`src/rtl/wave_mode_pkg.sv`:
```
// Shared constants and step-direction encoding for the wave mode selector.
package wave_mode_pkg;

  localparam int unsigned DEF_NUM_MODES       = 4;
  localparam int unsigned DEF_DEBOUNCE_CYCLES = 4;
  localparam int unsigned DEF_RESET_MODE      = 0;
  localparam bit          DEF_WRAP            = 1'b1;

  typedef enum logic [1:0] {
    DIR_NONE = 2'd0,
    DIR_NEXT = 2'd1,
    DIR_PREV = 2'd2
  } dir_e;

endpackage

```
`src/rtl/key_debounce.sv`:
```
// Raw key conditioning: 2-flop synchroniser, stable-level debounce, and a
// one-cycle registered pulse on each accepted press (0->1 of the debounced level).
module key_debounce
  import wave_mode_pkg::*;
#(
  parameter int unsigned DEBOUNCE_CYCLES = DEF_DEBOUNCE_CYCLES
) (
  input  logic clk,
  input  logic n_rst,
  input  logic key_i,
  output logic press_o
);

  localparam int unsigned CNT_W = $clog2(DEBOUNCE_CYCLES + 1);

  logic             sync1_q;
  logic             sync2_q;
  logic             level_q;
  logic             level_d;
  logic             press_q;
  logic             press_d;
  logic [CNT_W-1:0] cnt_q;
  logic [CNT_W-1:0] cnt_d;

  // The level flips on the cycle the count would reach DEBOUNCE_CYCLES.
  always_comb begin
    cnt_d   = '0;
    level_d = level_q;
    press_d = 1'b0;
    if (sync2_q != level_q) begin
      if (cnt_q == CNT_W'(DEBOUNCE_CYCLES - 1)) begin
        level_d = sync2_q;
        press_d = sync2_q;
      end else begin
        cnt_d = cnt_q + CNT_W'(1);
      end
    end
  end

  always_ff @(posedge clk or negedge n_rst) begin
    if (!n_rst) begin
      sync1_q <= 1'b0;
      sync2_q <= 1'b0;
      level_q <= 1'b0;
      press_q <= 1'b0;
      cnt_q   <= '0;
    end else begin
      sync1_q <= key_i;
      sync2_q <= sync1_q;
      level_q <= level_d;
      press_q <= press_d;
      cnt_q   <= cnt_d;
    end
  end

  assign press_o = press_q;

endmodule

```
`src/rtl/wave_mode_selector.sv`:
```
// Two-key mode selector: debounced next/prev presses step a registered mode
// index with wrap or saturate behaviour, plus one-hot decode and change strobe.
module wave_mode_selector
  import wave_mode_pkg::*;
#(
  parameter int unsigned NUM_MODES       = DEF_NUM_MODES,
  parameter int unsigned DEBOUNCE_CYCLES = DEF_DEBOUNCE_CYCLES,
  parameter int unsigned RESET_MODE      = DEF_RESET_MODE,
  parameter bit          WRAP            = DEF_WRAP
) (
  input  logic                         clk,
  input  logic                         n_rst,
  input  logic                         next_key,
  input  logic                         prev_key,
  output logic [$clog2(NUM_MODES)-1:0] mode,
  output logic [NUM_MODES-1:0]         mode_onehot,
  output logic                         mode_changed
);

  localparam int unsigned          MODE_W   = $clog2(NUM_MODES);
  localparam logic [MODE_W-1:0]    LAST     = MODE_W'(NUM_MODES - 1);
  localparam logic [MODE_W-1:0]    RST_MODE = MODE_W'(RESET_MODE);
  localparam logic [NUM_MODES-1:0] RST_OH   = NUM_MODES'(1) << RESET_MODE;

  logic                 next_press;
  logic                 prev_press;
  dir_e                 dir;
  logic [MODE_W-1:0]    mode_q;
  logic [MODE_W-1:0]    mode_d;
  logic [NUM_MODES-1:0] onehot_q;
  logic [NUM_MODES-1:0] onehot_d;
  logic                 changed_q;
  logic                 changed_d;

  key_debounce #(
    .DEBOUNCE_CYCLES(DEBOUNCE_CYCLES)
  ) u_next_db (
    .clk    (clk),
    .n_rst  (n_rst),
    .key_i  (next_key),
    .press_o(next_press)
  );

  key_debounce #(
    .DEBOUNCE_CYCLES(DEBOUNCE_CYCLES)
  ) u_prev_db (
    .clk    (clk),
    .n_rst  (n_rst),
    .key_i  (prev_key),
    .press_o(prev_press)
  );

  // Simultaneous presses cancel out.
  always_comb begin
    dir = DIR_NONE;
    case ({next_press, prev_press})
      2'b10:   dir = DIR_NEXT;
      2'b01:   dir = DIR_PREV;
      default: dir = DIR_NONE;
    endcase
  end

  // Ends of the range either wrap or hold; the strobe follows any real change.
  always_comb begin
    mode_d = mode_q;
    case (dir)
      DIR_NEXT: begin
        if (mode_q == LAST) begin
          if (WRAP) mode_d = '0;
        end else begin
          mode_d = mode_q + MODE_W'(1);
        end
      end
      DIR_PREV: begin
        if (mode_q == '0) begin
          if (WRAP) mode_d = LAST;
        end else begin
          mode_d = mode_q - MODE_W'(1);
        end
      end
      default: mode_d = mode_q;
    endcase
    changed_d = (mode_d != mode_q);
    onehot_d  = NUM_MODES'(1) << mode_d;
  end

  always_ff @(posedge clk or negedge n_rst) begin
    if (!n_rst) begin
      mode_q    <= RST_MODE;
      onehot_q  <= RST_OH;
      changed_q <= 1'b0;
    end else begin
      mode_q    <= mode_d;
      onehot_q  <= onehot_d;
      changed_q <= changed_d;
    end
  end

  assign mode         = mode_q;
  assign mode_onehot  = onehot_q;
  assign mode_changed = changed_q;

endmodule

```
`config.mk`:
```
export PLATFORM = sky130hd
export DESIGN_NAME = wave_mode_selector
export DESIGN_NICKNAME = d
export VERILOG_FILES = /design/src/rtl/wave_mode_pkg.sv /design/src/rtl/key_debounce.sv /design/src/rtl/wave_mode_selector.sv
export SDC_FILE = /design/constraint.sdc
export NUM_CORES = 1
export LEC_CHECK = 0
export ABC_AREA = 0
export CORE_MARGIN = 2
export CORE_UTILIZATION = 35
export DETAILED_ROUTE_END_ITERATION = 10
export PLACE_DENSITY_LB_ADDON = 0.05
export SETUP_SLACK_MARGIN = 0.15
export SYNTH_ARGS = -nofsm -noshare
export SYNTH_HDL_FRONTEND = slang
export SYNTH_SLANG_ARGS = --single-unit
```
`constraint.sdc`:
```
create_clock -name clk -period 1.2 [get_ports clk]
set_input_delay 0.24 -clock clk [delete_from_list [all_inputs] [get_ports clk]]
set_output_delay 0.24 -clock clk [all_outputs]
set_load 0.1 [all_outputs]
```
==> impl_metrics.env <==
export IMPL_status="finished with violations"
export IMPL_violations="setup timing"
export IMPL_drt_iter0_markers=3
export IMPL_drt_pre_antenna_iters=2
export IMPL_switching_power_uw=1010
export IMPL_syn_area_sq_um=816
export IMPL_die_h_microns=52.3
export IMPL_max_slew_margin_pct=80.4
export IMPL_finish_net_count=90
export IMPL_internal_power_uw=1580
export IMPL_fin_setup_tns_ns=-0.853
export IMPL_start_kind="flip-flop"
export IMPL_synth_area_per_cell_sq_um=14.1
export IMPL_ioPinCount=11
export IMPL_synthDistinctLibCells=18
export IMPL_seq_power_share_pct=39.4
export IMPL_final_cell_mix="dfrtp_1, buf_12, dfrtp_2, buf_4"
export IMPL_path_class="flip-flop to flip-flop"
export IMPL_regToRegStartpoint="mode[0]"
export IMPL_finalCritPeriodShare_pct=114
export IMPL_power_total_uw=2590
export IMPL_cp_max_fo=5
export IMPL_crit_path_start="mode[0]"
export IMPL_grt_pass1_wl_microns=2330
export IMPL_gr_usage_all_layers_pct=11.6
export IMPL_hold_path_class="input port to asynchronous set/reset pin"
export IMPL_drv_slew=0
export IMPL_fin_skew_ns=0.00123
export IMPL_die_area_sq_um=2730
export IMPL_viasPerCell=4.48
export IMPL_rsz0062_at_grt="yes"
export IMPL_ys_warnings_count=0
export IMPL_post_route_drc_count=0
export IMPL_cts_reportedPaths_clkPinSlew_ns=0.11
export IMPL_finalSetupViolCount=8
export IMPL_grt_max_degree=22
export IMPL_synth_seq_cells=21
export IMPL_row_count=17
export IMPL_core_area_sq_um=2210
export IMPL_cp_arrival_ns=1.55
export IMPL_ys_seq_area_share_pct=64.6
export IMPL_place_hpwl_microns=880
export IMPL_vias=479
export IMPL_worstPathRequired_ns=1.39
export IMPL_synth_nets=68
export IMPL_clk_path_buf_depth=2
export IMPL_place_area_sq_um=1130
export IMPL_fmax_mhz=734
export IMPL_rr_endpoint="mode_onehot[2]"
export IMPL_antenna_left=0
export IMPL_reg2regPathDepth=4
export IMPL_regArea_sq_um=539
export IMPL_powerDensity_nw_per_um2=2120
export IMPL_routedWlPerCell_microns=12.1
export IMPL_root_buffer="clkbuf_4"
export IMPL_multi_input_area_sq_um=353
export IMPL_min_period_ns=1.36
export IMPL_hold_violations=0
export IMPL_fp_dieW_microns=52.3
export IMPL_clkPwrFrac_pct=12.7
export IMPL_grt_ovfl_total=0
export IMPL_portBuffers=10
export IMPL_fillers=201
export IMPL_worst_setup_path_end_kind="flip-flop"
export IMPL_netSwitchingFraction_pct=39.0
export IMPL_insertion_delay_ns=0.29
export IMPL_antenna_found_initial=0
export IMPL_layout_commonest_cell="dfrtp_1"
export IMPL_syn2layout_area_growth_pct=49.5
export IMPL_setup_slack_ns=-0.163
export IMPL_antenna_cells=0
export IMPL_synthCells=58
export IMPL_rrSetupSlack_ns=-0.16
export IMPL_worst_pin_slew_ns=0.293
export IMPL_max_cap_viol_count=0
export IMPL_cts_tree="done"
export IMPL_gp_congestion=0.696
export IMPL_drive_gt1_share_pct=54.4
export IMPL_first_global_vias=533
export IMPL_start_util_pct=36.9
export IMPL_cts_htree_levels=1
export IMPL_cts_sinks=21
export IMPL_vdd_drop_max_mv=1.43
export IMPL_routed_wl_microns=1290
export IMPL_cts_hold_buf=0
export IMPL_numCtsBuffers=3
export IMPL_stdcell_area_sq_um=1220
export IMPL_power_leakage_uw=0.000536
export IMPL_pwr_share_comb_pct=47.9
==> area by class of cell <==
cell class                 count  share of cell area (%)
multi-input combinational     32                    28.9
clock buffer                   4                    2.15
inverter                       5                    1.95
timing repair buffer          17                    19.9
sequential                    21                    44.2
tap                           28                    2.87
==> Yosys cell counts <==
library cell | n | share of area [%]
dfstp_2 | 1 | 3.2
o221ai_2 | 1 | 1.8
xnor2_1 | 2 | 2.1
nor3_1 | 2 | 1.2
mux2i_1 | 1 | 1.2
a21boi_1 | 1 | 0.92
inv_1 | 5 | 2.3
a21oi_1 | 1 | 0.61
and2_4 | 1 | 1.1
and3b_1 | 3 | 3.2
o21ai_2 | 1 | 1.1
nor2b_1 | 5 | 3.8
mux2_2 | 2 | 2.8
ha_1 | 6 | 9.2
dfrtp_1 | 20 | 61
nor3b_1 | 2 | 1.8
and3_1 | 1 | 0.77
nand2_1 | 3 | 1.4
==> through the flow <==
stage / setup WS [ns] / instances / util [%] / hold WS, ns
2_1_floorplan: -0.304 / 58 / - / -0.0556
3_3_place_gp: -0.136 / 101 / 50.9 / 0.334
3_5_place_dp: -0.151 / 101 / 50.9 / 0.338
4_1_cts: -0.156 / 107 / 54.8 / 0.274
5_1_grt: -0.230 / 107 / 55.1 / 0.277
6_report: -0.163 / 107 / 55.1 / 0.281
==> power by group through the flow <==
stage               logic (uW)  clock network, uW  registers, uW
finish                    1240                328           1020
global route              1330                365           1050
CTS                       1240                340           1020
detailed placement        1170                  0           1030
global placement          1160                  0           1020
floorplan                  348                  0           1420
==> flip-flops by register name (all words and copies together) (netlist names) <==
register / flops
mode_changed: 1
mode_onehot: 4
mode: 2
u_next_db.level_q: 1
u_prev_db.level_q: 1
u_prev_db.press_o: 1
u_prev_db.cnt_q: 3
u_next_db.sync2_q: 1
u_next_db.press_o: 1
u_prev_db.sync2_q: 1
u_next_db.cnt_q: 3
u_next_db.sync1_q: 1
u_prev_db.sync1_q: 1
==> worst max-delay path, cell delays in order (launching register included) <==
cell and delay (ns):
dfrtp_4 0.52, ha_1 0.24, nor2b_4 0.14, o221ai_4 0.15
and3_1 0.21
==> cell families (layout without fill, tap and decap cells) <==
group           count (synthesis)  in the layout  share of synthesized area [%]
simple gates                   17             17                           13.3
mux                             3              3                           3.99
fa+ha+maj                       6              6                           9.20
flops                          21             21                           64.6
compound gates                  4              4                           4.45
xor+xnor                        2              2                           2.15
buf+inv                         5             26                           2.30
==> repair_timing <==
item | CTS | global route
buffers inserted | 2 | 0
endpoints found under the setup margin | 16 | 18
gates resized for setup | 10 | 3
pin swaps | 5 | 5
==> worst max-delay path by stage <==
| stage | endpoint | slack (ns) | cells past startpoint |
|---|---|---|---|
| after floorplan | mode_onehot[0] | -0.30 | 5 |
| after global placement | mode_onehot[3] | -0.14 | 5 |
| after detailed placement | mode_onehot[3] | -0.15 | 5 |
| after CTS | mode[0] | -0.16 | 2 |
| after global routing | mode_onehot[3] | -0.23 | 5 |
| final | mode_onehot[2] | -0.16 | 4 |
==> per-layer routing <==
| layer | track usage (%) | wire length, microns | vias up |
|---|---|---|---|
| li1 | - | - | 234 |
| met1 | 14.7 | 605 | 234 |
| met2 | 19.0 | 633 | 9 |
| met3 | 1.71 | 43 | 2 |
| met4 | 6.41 | 12 | 0 |
| met5 | 0 | 0 | - |
Power figures use the tool's default switching activity.
